<file path="src/rtl/cmd_host_pkg.sv">
// Shared command-link constants: opcodes, response codes and the host FSM encoding.
// The command processor on the far side of the link uses the same opcode/response values.
package cmd_host_pkg;

  localparam logic [1:0] READ  = 2'b00;
  localparam logic [1:0] WRITE = 2'b01;
  localparam logic [1:0] DUMP  = 2'b10;

  localparam logic [7:0] ACK  = 8'hA5;
  localparam logic [7:0] NACK = 8'hEE;

  typedef enum logic [1:0] {
    IDLE = 2'd0,
    TXH  = 2'd1,
    TXL  = 2'd2,
    RX   = 2'd3
  } host_state_e;

endpackage

</file>
<file path="src/rtl/cmd_host_resp_timer.sv">
// Saturating idle-cycle counter for the response phase; tc flags the last tolerated idle cycle.
module resp_timer #(
  parameter int TIMEOUT = 65536
) (
  input  logic clk,
  input  logic rst_n,
  input  logic clr,
  input  logic inc,
  output logic tc
);

  localparam int W = $clog2(TIMEOUT);
  localparam logic [W-1:0] LAST = W'(TIMEOUT - 1);

  logic [W-1:0] cnt;

  always_ff @(posedge clk) begin
    if (!rst_n || clr) begin
      cnt <= '0;
    end else if (inc && (cnt != LAST)) begin
      cnt <= cnt + W'(1);
    end
  end

  assign tc = (cnt == LAST);

endmodule

</file>
<file path="src/rtl/cmd_host.sv">
// Host side of the UART command link: sends a two-byte command, then collects one reply
// byte (or ENTRIES bytes for a dump) and reports ack/nack/timeout at completion.
module cmd_host
  import cmd_host_pkg::*;
#(
  parameter int ENTRIES = 384,
  parameter int LOG2    = 9,
  parameter int TIMEOUT = 65536
) (
  input  logic        clk,
  input  logic        rst_n,
  input  logic        snd_cmd,
  input  logic [15:0] cmd,
  output logic [7:0]  tx_data,
  output logic        trmt,
  input  logic        tx_done,
  input  logic        rx_rdy,
  input  logic [7:0]  rx_data,
  output logic        clr_rx_rdy,
  output logic [7:0]  resp,
  output logic        resp_vld,
  output logic        cmd_cmplt,
  output logic        busy,
  output logic        ack,
  output logic        nack,
  output logic        timeout,
  output logic [1:0]  state_dbg
);

  localparam int CW = LOG2 + 1;

  host_state_e   state;
  logic [1:0]    op_l;
  logic [7:0]    lo_l;
  logic [7:0]    tx_byte;
  logic [CW-1:0] byte_cnt;
  logic [CW-1:0] exp_cnt;
  logic          accept;
  logic          send_lo;
  logic          last_byte;
  logic          tmr_clr;
  logic          tmr_inc;
  logic          tmr_tc;

  // Handshakes: trmt starts a byte and tx_data holds until tx_done; rx_rdy is
  // acknowledged by clr_rx_rdy in the same cycle, in every state.
  always_comb begin
    accept     = (state == IDLE) && snd_cmd && !busy;
    send_lo    = (state == TXH) && tx_done;
    trmt       = accept || send_lo;
    tx_data    = tx_byte;
    if (accept) begin
      tx_data = cmd[15:8];
    end else if (send_lo) begin
      tx_data = lo_l;
    end
    clr_rx_rdy = rx_rdy;
    resp_vld   = (state == RX) && rx_rdy;
    exp_cnt    = (op_l == DUMP) ? CW'(ENTRIES) : CW'(1);
    last_byte  = resp_vld && ((byte_cnt + CW'(1)) == exp_cnt);
    tmr_clr    = ((state == TXL) && tx_done) || resp_vld;
    tmr_inc    = (state == RX) && !rx_rdy;
  end

  resp_timer #(.TIMEOUT(TIMEOUT)) u_timer (
    .clk   (clk),
    .rst_n (rst_n),
    .clr   (tmr_clr),
    .inc   (tmr_inc),
    .tc    (tmr_tc)
  );

  always_ff @(posedge clk) begin
    if (!rst_n) begin
      state     <= IDLE;
      op_l      <= 2'b00;
      lo_l      <= 8'h00;
      tx_byte   <= 8'h00;
      byte_cnt  <= '0;
      resp      <= 8'h00;
      cmd_cmplt <= 1'b0;
      busy      <= 1'b0;
      ack       <= 1'b0;
      nack      <= 1'b0;
      timeout   <= 1'b0;
    end else begin
      cmd_cmplt <= 1'b0;
      // busy spans the completion cycle, so a new command cannot start until after it.
      if (cmd_cmplt) busy <= 1'b0;
      case (state)
        IDLE: if (accept) begin
          op_l    <= cmd[15:14];
          lo_l    <= cmd[7:0];
          tx_byte <= cmd[15:8];
          ack     <= 1'b0;
          nack    <= 1'b0;
          timeout <= 1'b0;
          busy    <= 1'b1;
          state   <= TXH;
        end
        TXH: if (tx_done) begin
          tx_byte <= lo_l;
          state   <= TXL;
        end
        TXL: if (tx_done) begin
          byte_cnt <= '0;
          state    <= RX;
        end
        RX: begin
          // A byte arriving on the terminal idle cycle takes priority over the timeout.
          if (rx_rdy) begin
            resp     <= rx_data;
            byte_cnt <= byte_cnt + CW'(1);
            if (last_byte) begin
              ack       <= (op_l != DUMP) && (rx_data == ACK);
              nack      <= (op_l != DUMP) && (rx_data == NACK);
              cmd_cmplt <= 1'b1;
              state     <= IDLE;
            end
          end else if (tmr_tc) begin
            timeout   <= 1'b1;
            cmd_cmplt <= 1'b1;
            state     <= IDLE;
          end
        end
        default: state <= IDLE;
      endcase
    end
  end

  assign state_dbg = state;

endmodule

</file>
<file path="config.mk">
export PLATFORM = sky130hd
export DESIGN_NAME = cmd_host
export DESIGN_NICKNAME = d
export VERILOG_FILES = /design/src/rtl/cmd_host_pkg.sv /design/src/rtl/cmd_host_resp_timer.sv /design/src/rtl/cmd_host.sv
export SDC_FILE = /design/constraint.sdc
export NUM_CORES = 1
export LEC_CHECK = 0
export CELL_PAD_IN_SITES_DETAIL_PLACEMENT = 1
export CELL_PAD_IN_SITES_GLOBAL_PLACEMENT = 1
export CORE_MARGIN = 2
export CORE_UTILIZATION = 42
export CTS_CLUSTER_DIAMETER = 50
export DETAILED_ROUTE_END_ITERATION = 6
export GPL_TIMING_DRIVEN = 1
export PLACE_DENSITY_LB_ADDON = 0.1
export SYNTH_ARGS = -nofsm -noshare
export SYNTH_HDL_FRONTEND = slang
export SYNTH_SLANG_ARGS = --single-unit
</file>
<file path="constraint.sdc">
create_clock -name clk -period 4.07 [get_ports clk]
set_clock_uncertainty 0.2 [all_clocks]
set_input_delay 0.407 -clock clk [delete_from_list [all_inputs] [get_ports clk]]
set_output_delay 0.407 -clock clk [all_outputs]
set_load 0.03 [all_outputs]
</file>
==> impl_metrics.ini <==
[route]
detail_route.vias_per_cell = 5.24
wl_met1_um = 3630
route.met3.wl_um = 307
top_signal_layer_used = met4
totalWireLength_um = 7690
wl_met2_um = 3700
drt_first_iter_violations = 85
post_drt_wl_per_cell_um = 14.9
remaining_drc_errors = 0
drtAntennaViolNets = 0
drt-pass1-iter-count = 4
vias_after_detailed_routing = 2708

[cts]
tritoncts.num_buffers = 9
clk_latency_ps = 340
ctsLongestPathBuffers = 2
cts_hold_buf = 0
ctsHtreeMaxLevel = 3
cts.reportedPaths.clkPinSlew_ps = 70
cts_tree = yes
postCtsResizedCells = 0
cts.root.buffer_cell = clkbuf_8
post_cts_buffers = 0
clock_sinks = 59

[layout]
antenna_cells = 0
post-route-cell-area_um2 = 3910
filler_cells_inserted = 832
drive_above_1_share = 0.0861
layout-area-overhead-vs-synth_pct = 26.9
utilization = 0.545
num-nets-final = 448

[pwr]
power.internal_w = 0.00135
p_seq_frac = 0.326
peakVddDrop_mv = 0.392
share_clk_of_total_power = 0.310
combPwrFrac = 0.364
power.static_leakage_nw = 1.53
power.switching_fraction = 0.359
power_switching_w = 0.000756
cell_area_power_density_nw_per_um2 = 538

[critical_path]
startpoint_type = flop
worstPathArrival_ps = 3010
worstPathRequired_ps = 3460
criticalPathCategory = flop to primary output
critical_path.max_fanout = 11
worst_setup_path_end_kind = primary output

[grt]
grt_overflow = 0
grt.total_usage = 0.199
grt_start_max_net_pins = 25
grt_first_pass_wirelength_um = 12400
antenna_violations_before_repair = 0
via_count_of_the_first_global_routing_pass = 2651

[placed_design]
hpwl_um = 5470
globalplace.congestion = 0.816
placed_area_um2 = 3670
portbufs = 54

[timing]
tightestPinTransition_ps = 706
timing.final.crit_period_ps = 3620
hold_viol_final = 0
whs_ps = 268
timing.fmax_ghz = 0.276
rsz_0062_raised_after_global_routing = false
tns_ps = 0
finalMaxSlewViolations = 0
post-route-period-util = 0.890
slew_headroom = 0.528
setup_viol = 0

[job]
cap_violations = 0

[synth]
synthesis.area_per_instance_um2 = 8.44
synth_register_bits = 59
ys_warn_count = 0
number_of_distinct_standard_cells_referenced_by_the_synthesized_netlist = 52
netlist_area_um2 = 3080
synth_nets = 400
synth-edff-count = 0
synth_seq_area_share = 0.383
synth_ff_type = dfxtp_1
post_synth_inst_count = 365
asyncSetResetFlopFracSynth = 0

[floorplanning]
ioPinCount = 55
dieHeight_um = 89.6
floorplan_die_area_um2 = 8040
start_util = 0.429
rows = 31
chipWidth_um = 89.6
core_region_area_um2 = 7180

[status]
outcome = finished clean

[hold_path]
min_path_type = flop to flop
==> per-stage QoR <==
step           setup WS (ps)  total power (W)  cells
2_1_floorplan           1490          0.00121    365
3_3_place_gp             953          0.00144    501
3_5_place_dp             773          0.00147    501
4_1_cts                  403          0.00213    517
5_1_grt                  252          0.00223    517
6_report                 450          0.00210    517
==> metal layers <==
| layer | GRT usage | vias up |
|---|---|---|
| met5 | 0 | - |
| met4 | 0.0488 | 0 |
| met3 | 0.0594 | 6 |
| met2 | 0.341 | 48 |
| met1 | 0.246 | 1289 |
| li1 | - | 1365 |
==> kinds of logic (layout without fill, tap and decap cells) <==
kind of cell	count (synthesis)	in the layout	share of synthesized area
flops	59	59	0.383
fa+ha+maj	6	6	0.0244
mux	21	21	0.0686
buf+inv	24	77	0.0357
xor+xnor	17	17	0.0483
simple gates	168	168	0.264
compound gates	70	70	0.175
==> Yosys cell counts (3+ instances only) <==
master | n | share of area
a21boi_0 | 21 | 0.051
a21oi_1 | 4 | 0.0065
and2_1 | 6 | 0.012
and3_1 | 3 | 0.0061
clkbuf_1 | 15 | 0.018
dfxtp_1 | 59 | 0.38
ha_1 | 6 | 0.024
inv_1 | 5 | 0.0061
mux2i_1 | 20 | 0.065
nand2_1 | 80 | 0.097
nand2b_1 | 3 | 0.0061
nand3_1 | 12 | 0.019
nand4_1 | 7 | 0.014
nand4b_1 | 3 | 0.0085
nor2_1 | 27 | 0.033
nor2b_1 | 3 | 0.0061
nor3_1 | 4 | 0.0065
nor3b_1 | 3 | 0.0073
o211a_1 | 12 | 0.039
o21ai_0 | 19 | 0.031
xnor2_1 | 4 | 0.011
xor2_1 | 13 | 0.037
==> critical path: stages, from the launching register on <==
cell,delay (ps)
dfxtp_1,350
inv_1,100
ha_1,560
nand2_1,520
mux2i_1,230
o21ai_0,190
clkdlybuf4s50_1,720
==> flip-flops by register name (all words and copies together), names as in the netlist <==
| signal | count |
|---|---|
| byte_cnt | 10 |
| busy | 1 |
| op_l | 2 |
| timeout | 1 |
| cmd_cmplt | 1 |
| u_timer.cnt | 16 |
| tx_byte | 8 |
| nack | 1 |
| resp | 8 |
| state_dbg | 2 |
| lo_l | 8 |
| ack | 1 |
==> power by group through the flow <==
stage          registers [W]  logic (W)  clock network [W]
2_1_floorplan       0.000714   0.000497                  0
3_3_place_gp        0.000697   0.000746                  0
3_5_place_dp        0.000697   0.000769                  0
4_1_cts             0.000686   0.000776           0.000670
5_1_grt             0.000694   0.000836           0.000697
6_report            0.000686   0.000766           0.000652
==> final cells by class <==
cell class                 count  area [um^2]  area share
sequential                    59         1180       0.302
tap                           99          124      0.0317
inverter                       5         18.8     0.00480
multi-input combinational    282         1790       0.458
clock inverter                 7          116      0.0298
clock buffer                   9          124      0.0317
timing repair buffer          56          556       0.142
==> placed cells by master, fill, tap and decap left out, drive strengths merged, types with 5 or more instances in the layout <==
master,n
a21oi,5
xor2,13
and2,6
mux2i,20
a21boi,21
nand3,12
nand4,8
inv,5
ha,6
clkbuf,9
dfxtp,59
o21ai,22
nand2,81
nor2,27
o211a,12
clkdlybuf4s50,54
==> final timing paths <==
path / to / startpoint / slack (ps) / depth (start not counted)
worst max-delay path: tx_data[5] / state_dbg[1]$_SDFFE_PN0P_ / 450 / 6
worst min-delay path: resp[4]$_SDFFE_PN0P_ / resp[4]$_SDFFE_PN0P_ / 270 / 2
worst max register to register: tx_byte[4]$_SDFFE_PN0P_ / state_dbg[1]$_SDFFE_PN0P_ / 1280 / 7
worst min register to register: resp[4]$_SDFFE_PN0P_ / resp[4]$_SDFFE_PN0P_ / 270 / 2
(Power assumes the default switching activity.)
